==> src/rtl/light_pen_locator.sv <==
// Light-pen locator for an 8x8 LED matrix.
// Steps a single lit probe pixel through the matrix in raster order, samples
// the synchronized photodiode during each pixel's dwell, and reports the first
// hit pixel of the sweep together with the number of hit pixels.
module light_pen_locator #(
  parameter logic [15:0] DWELL      = 16'd2000,
  parameter logic [15:0] SETTLE     = 16'd500,
  parameter logic [7:0]  HIT_MIN    = 8'd8,
  parameter logic        PEN_ACTIVE = 1'b1
) (
  input  logic       clk,
  input  logic       rst_n,
  input  logic       enable,
  input  logic       pen_in,
  output logic       probe_en,
  output logic [2:0] probe_row,
  output logic [2:0] probe_col,
  output logic       busy,
  output logic [2:0] pos_x,
  output logic [2:0] pos_y,
  output logic       pos_valid,
  output logic       pen_present,
  output logic [6:0] hit_count
);

  typedef enum logic [1:0] {ST_IDLE, ST_PROBE, ST_REPORT} state_t;

  state_t      state_q, state_d;
  logic        sync1_q, sync2_q;
  logic        pen_s;
  logic [15:0] dwell_q, dwell_d;
  logic [7:0]  run_q, run_d;
  logic        pix_hit_q, pix_hit_d;
  logic [2:0]  row_q, row_d, col_q, col_d;
  logic [6:0]  sweep_hits_q, sweep_hits_d;
  logic        first_q, first_d;
  logic [2:0]  pend_x_q, pend_x_d, pend_y_q, pend_y_d;
  logic [2:0]  pos_x_q, pos_x_d, pos_y_q, pos_y_d;
  logic        pos_valid_q, pos_valid_d;
  logic        pen_present_q, pen_present_d;
  logic [6:0]  hit_count_q, hit_count_d;

  logic        sampling, pixel_end, hit_now, clear_sweep;
  logic [7:0]  run_sample;
  logic [6:0]  hits_inc;

  // Two-flop synchronizer for the asynchronous photodiode input.
  always_ff @(posedge clk or negedge rst_n) begin
    if (!rst_n) begin
      sync1_q <= 1'b0;
      sync2_q <= 1'b0;
    end else begin
      sync1_q <= pen_in;
      sync2_q <= sync1_q;
    end
  end

  assign pen_s     = (sync2_q == PEN_ACTIVE);
  assign sampling  = (dwell_q >= SETTLE);
  assign pixel_end = (dwell_q == DWELL - 16'd1);

  // Run length after this cycle's sample; saturates at HIT_MIN, zero in settle.
  assign run_sample = !sampling ? 8'd0 :
                      !pen_s    ? 8'd0 :
                      (run_q < HIT_MIN) ? run_q + 8'd1 : run_q;
  assign hit_now  = pix_hit_q | (run_sample >= HIT_MIN);
  assign hits_inc = sweep_hits_q + {6'd0, hit_now};

  // Next-state logic: sweep sequencing, hit detection and result capture.
  always_comb begin
    state_d       = state_q;
    dwell_d       = dwell_q;
    run_d         = run_q;
    pix_hit_d     = pix_hit_q;
    row_d         = row_q;
    col_d         = col_q;
    sweep_hits_d  = sweep_hits_q;
    first_d       = first_q;
    pend_x_d      = pend_x_q;
    pend_y_d      = pend_y_q;
    pos_x_d       = pos_x_q;
    pos_y_d       = pos_y_q;
    pos_valid_d   = 1'b0;
    pen_present_d = pen_present_q;
    hit_count_d   = hit_count_q;
    clear_sweep   = 1'b0;

    case (state_q)
      ST_IDLE: begin
        clear_sweep = 1'b1;
        if (enable) state_d = ST_PROBE;
      end
      ST_PROBE: begin
        if (!enable) begin
          // Abort: drop the partial sweep, keep last reported results.
          state_d     = ST_IDLE;
          clear_sweep = 1'b1;
        end else if (pixel_end) begin
          dwell_d      = 16'd0;
          run_d        = 8'd0;
          pix_hit_d    = 1'b0;
          sweep_hits_d = hits_inc;
          if (hit_now && !first_q) begin
            first_d  = 1'b1;
            pend_x_d = col_q;
            pend_y_d = row_q;
          end
          if (col_q == 3'd7) begin
            col_d = 3'd0;
            if (row_q == 3'd7) begin
              // Results are loaded so they are visible during the REPORT cycle.
              row_d         = 3'd0;
              state_d       = ST_REPORT;
              hit_count_d   = hits_inc;
              pen_present_d = (hits_inc != 7'd0);
              pos_valid_d   = (hits_inc != 7'd0);
              if (hits_inc != 7'd0) begin
                pos_x_d = pend_x_d;
                pos_y_d = pend_y_d;
              end
            end else begin
              row_d = row_q + 3'd1;
            end
          end else begin
            col_d = col_q + 3'd1;
          end
        end else begin
          dwell_d   = dwell_q + 16'd1;
          run_d     = run_sample;
          pix_hit_d = hit_now;
        end
      end
      ST_REPORT: begin
        clear_sweep = 1'b1;
        state_d     = enable ? ST_PROBE : ST_IDLE;
      end
      default: begin
        clear_sweep = 1'b1;
        state_d     = ST_IDLE;
      end
    endcase

    if (clear_sweep) begin
      dwell_d      = 16'd0;
      run_d        = 8'd0;
      pix_hit_d    = 1'b0;
      row_d        = 3'd0;
      col_d        = 3'd0;
      sweep_hits_d = 7'd0;
      first_d      = 1'b0;
    end
  end

  // State and result registers.
  always_ff @(posedge clk or negedge rst_n) begin
    if (!rst_n) begin
      state_q       <= ST_IDLE;
      dwell_q       <= 16'd0;
      run_q         <= 8'd0;
      pix_hit_q     <= 1'b0;
      row_q         <= 3'd0;
      col_q         <= 3'd0;
      sweep_hits_q  <= 7'd0;
      first_q       <= 1'b0;
      pend_x_q      <= 3'd0;
      pend_y_q      <= 3'd0;
      pos_x_q       <= 3'd0;
      pos_y_q       <= 3'd0;
      pos_valid_q   <= 1'b0;
      pen_present_q <= 1'b0;
      hit_count_q   <= 7'd0;
    end else begin
      state_q       <= state_d;
      dwell_q       <= dwell_d;
      run_q         <= run_d;
      pix_hit_q     <= pix_hit_d;
      row_q         <= row_d;
      col_q         <= col_d;
      sweep_hits_q  <= sweep_hits_d;
      first_q       <= first_d;
      pend_x_q      <= pend_x_d;
      pend_y_q      <= pend_y_d;
      pos_x_q       <= pos_x_d;
      pos_y_q       <= pos_y_d;
      pos_valid_q   <= pos_valid_d;
      pen_present_q <= pen_present_d;
      hit_count_q   <= hit_count_d;
    end
  end

  assign probe_en    = (state_q == ST_PROBE);
  assign busy        = (state_q != ST_IDLE);
  assign probe_row   = row_q;
  assign probe_col   = col_q;
  assign pos_x       = pos_x_q;
  assign pos_y       = pos_y_q;
  assign pos_valid   = pos_valid_q;
  assign pen_present = pen_present_q;
  assign hit_count   = hit_count_q;

endmodule

==> config.mk <==
export PLATFORM = sky130hd
export DESIGN_NAME = light_pen_locator
export DESIGN_NICKNAME = d
export VERILOG_FILES = /design/src/rtl/light_pen_locator.sv
export SDC_FILE = /design/constraint.sdc
export NUM_CORES = 1
export LEC_CHECK = 0
export BUFFER_PORTS_ARGS = -buffer_cell sky130_fd_sc_hd__buf_2
export CAP_MARGIN = 15
export CORE_MARGIN = 4
export CORE_UTILIZATION = 32
export DETAILED_ROUTE_END_ITERATION = 10
export PLACE_DENSITY = 0.44
export REMOVE_ABC_BUFFERS = 1
export SYNTH_ARGS = -nofsm -noshare
export SYNTH_HDL_FRONTEND = slang
export SYNTH_SLANG_ARGS = --single-unit
==> constraint.sdc <==
create_clock -name clk -period 3.8 [get_ports clk]
set_input_delay 0.95 -clock clk [delete_from_list [all_inputs] [get_ports clk]]
set_output_delay 0.95 -clock clk [all_outputs]
set_load 0.02 [all_outputs]
==> results.toml <==
[outcome]
outcome = "finished, final reports clean"

[logic_synthesis]
synth_area_leader_cell = "dfrtp_1"
synth.most_common_cell = "dfrtp_1"
synth_area_per_cell_sq_um = 10.35
synthArstFlopShare = 1.000
synth-seq-area-share = 0.5091
synthFlopType = "dfrtp_1"
yosysTopAreaCellShare = 0.5091
synth_common_cells = "dfrtp_1 (64), nor2_1 (34), a21oi_1 (25), nand2_1 (19)"
ys_warn_count = 0
synth-seq-cells = 64
synthTopCellsByArea = "dfrtp_1 (51%), xnor2_1 (4.2%), nor2_1 (4.1%)"
yosysUniqueCellTypes = 45
synth_edf_count = 0
synth.cell_area_sq_mm = 0.003146
synthCells = 304

[drt]
viasPerCell = 4.759
dr.pass1.iters = 4
drtAntennaViolNets = 0
vias = 2213
routed_wl_mm = 6.565
drc_errors = 0
first_iter_violations = 86
wl_per_cell_um = 14.12

[global_route]
met2_usage = 0.1979
grt_max_degree = 65
globalRouteTotalUtil = 0.1260
met3_usage = 0.03552
overflow = 0
busiest_layer = "met2"
grt_pass1_vias = 2240
grt_first_pass_wirelength_mm = 11.32
antenna_found_initial = 0
met1_usage = 0.1615

[sta]
min_period_ns = 3.092
finalHoldViolCount = 0
max_slew_margin = 0.4392
final.setup.tns_ns = 0
rsz0062_at_grt = "false"
fin_hold_ws_ns = 0.3495
fin_skew_ns = 0.01072
max_slew.worst_pin.slew_ns = 0.8395
setup_violations = 0
max_freq_mhz = 323.4
drv_slew = 0
fin_crit_sh = 0.8137

[clock_network]
cts.sinks = 64
clkTransAtPathRegs_ns = 0.07
cts-root-buf = "clkbuf_8"
cts_tree = "done"
cts_hold_buf = 0
clk_path_buf_depth = 2
ctsResizeCount = 0
cts_buffers = 9
postCtsSetupBuffers = 0
cts-htree-levels = 3
clk-insertion-delay-late_ns = 0.34

[critical_path]
cp.required_ns = 4.02
rr_worst_depth = 12
r2r_slack_ns = 0.71
rr_startpoint = "run_q[6]"
startpoint = "run_q[6]"
cp-start-kind = "flip-flop"
endpoint_kind = "flip-flop"
reg2reg_to = "pos_x[2]"
path_class = "reg -> reg"
crit_fanout = 9
arrival_ns = 3.31

[floorplan]
die_h_um = 107.1
chipWidth_um = 107.1
start_util = 0.3341
rows = 35
core-area_sq_mm = 0.009415
die-area_sq_mm = 0.01148
io_pins = 27

[pwr]
p_per_area_mw_per_mm2 = 380.6
peakVddDrop_uv = 164.2
leakagePower_nw = 1.582

[place]
dpl-instance-area_sq_mm = 0.003400
io_buffer_count = 26
hpwlAfterDp_mm = 4.408
gp_congestion = 0.7039

[finish]
drive_above_1_share = 0.2054
finalInstanceArea_sq_mm = 0.003621
num_antenna_cells = 0
area_growth_syn_to_layout_pct = 15.12
fin_nets = 344

[min_path]
hold_depth = 0
hold_end = "pen_s"
hold_path.class = "reg -> reg"
hp-start = "sync1_q"

[run]
drv_cap = 0
[routing by layer]
layer,wire length (um),part of all wire
met1,3230,0.49
met2,2963,0.45
met3,243,0.037
met4,128,0.019
met5,0,0
[flip-flops by register name, indices dropped and copies added (netlist names), 2 cells and up]
register	flops
pend_y_q	3
probe_col	3
hit_count	7
pos_y	3
run_q	8
pend_x_q	3
state_q	2
probe_row	3
dwell_q	16
pos_x	3
sweep_hits_q	7
[layout make-up]
cell class	count	area [sq um]
fill	945	5794
sequential	64	1602
multi-input combinational	216	1439
tap	129	161.4
timing repair buffer	30	160.2
clock buffer	11	141.4
clock inverter	5	80.08
inverter	10	37.54
[stage by stage]
| step | std cells | power, mW | worst slack, ns | utilization |
|---|---|---|---|---|
| floorplan | 290 | 0.7081 | 0.3664 | - |
| global route | 465 | 1.446 | 0.4321 | 0.3846 |
| CTS | 465 | 1.405 | 0.6862 | 0.3846 |
| detailed placement | 449 | 0.7312 | 0.6846 | 0.3611 |
| finish | 465 | 1.378 | 0.7081 | 0.3846 |
| global placement | 449 | 0.7311 | 0.7186 | 0.3611 |
[how the worst max path moves through the flow]
stage | endpoint | slack [ns] | depth (start not counted)
5_1_grt | pos_y[0] | 0.43 | 12
2_1_floorplan | pos_x[0] | 0.37 | 5
4_1_cts | pos_x[2] | 0.69 | 12
3_5_place_dp | pos_x[2] | 0.68 | 12
6_report | pos_x[2] | 0.71 | 12
3_3_place_gp | pos_x[0] | 0.72 | 12
[cell usage in the layout (no fill, tap or decap), drive strengths merged, types with 2 or more instances in the layout]
cell      count
nor2b         3
ha            9
and3          4
nand2        19
inv          10
clkbuf       11
and4          2
or4           2
bufinv        2
a211oi        2
xnor2        15
mux2          9
nand4         6
or2           5
nor3         10
a21oi        25
nand3         8
nor2         35
buf          30
dfrtp        64
or3           4
clkinvlp      2
o21ai        15
a31oi         6
nand3b        6
nor4          4
and2          8
xor2         10
[power breakdown]
group          internal (mW)  leakage, nW  switching (mW)
Combinational        0.00571        0.590          0.0252
Sequential             0.683        0.887         0.00171
Clock                  0.386        0.106           0.276
[worst max-delay path, stage by stage (launching register included)]
cell and delay, ns:
dfrtp_1 0.37, or4_4 0.56, nor3_4 0.25, a211oi_1 0.09, or2_2 0.31, ha_1 0.20
ha_1 0.26, nand4_1 0.13, o22ai_1 0.08, o221ai_1 0.17, buf_4 0.19, and2_1 0.25
a31oi_1 0.11
[kinds of logic (layout without fill, tap and decap cells)]
group,count (synthesis),in the layout,synth area share
and+or+nand+nor,117,117,0.2013
DFF,64,64,0.5092
AOI/OAI and AO/OA,56,56,0.1166
xor gates and xnor gates,25,25,0.06961
buffers and inverters,24,56,0.03540
adders and majority gates,9,9,0.03580
muxes,9,9,0.03222
(Power assumes the default switching activity.)
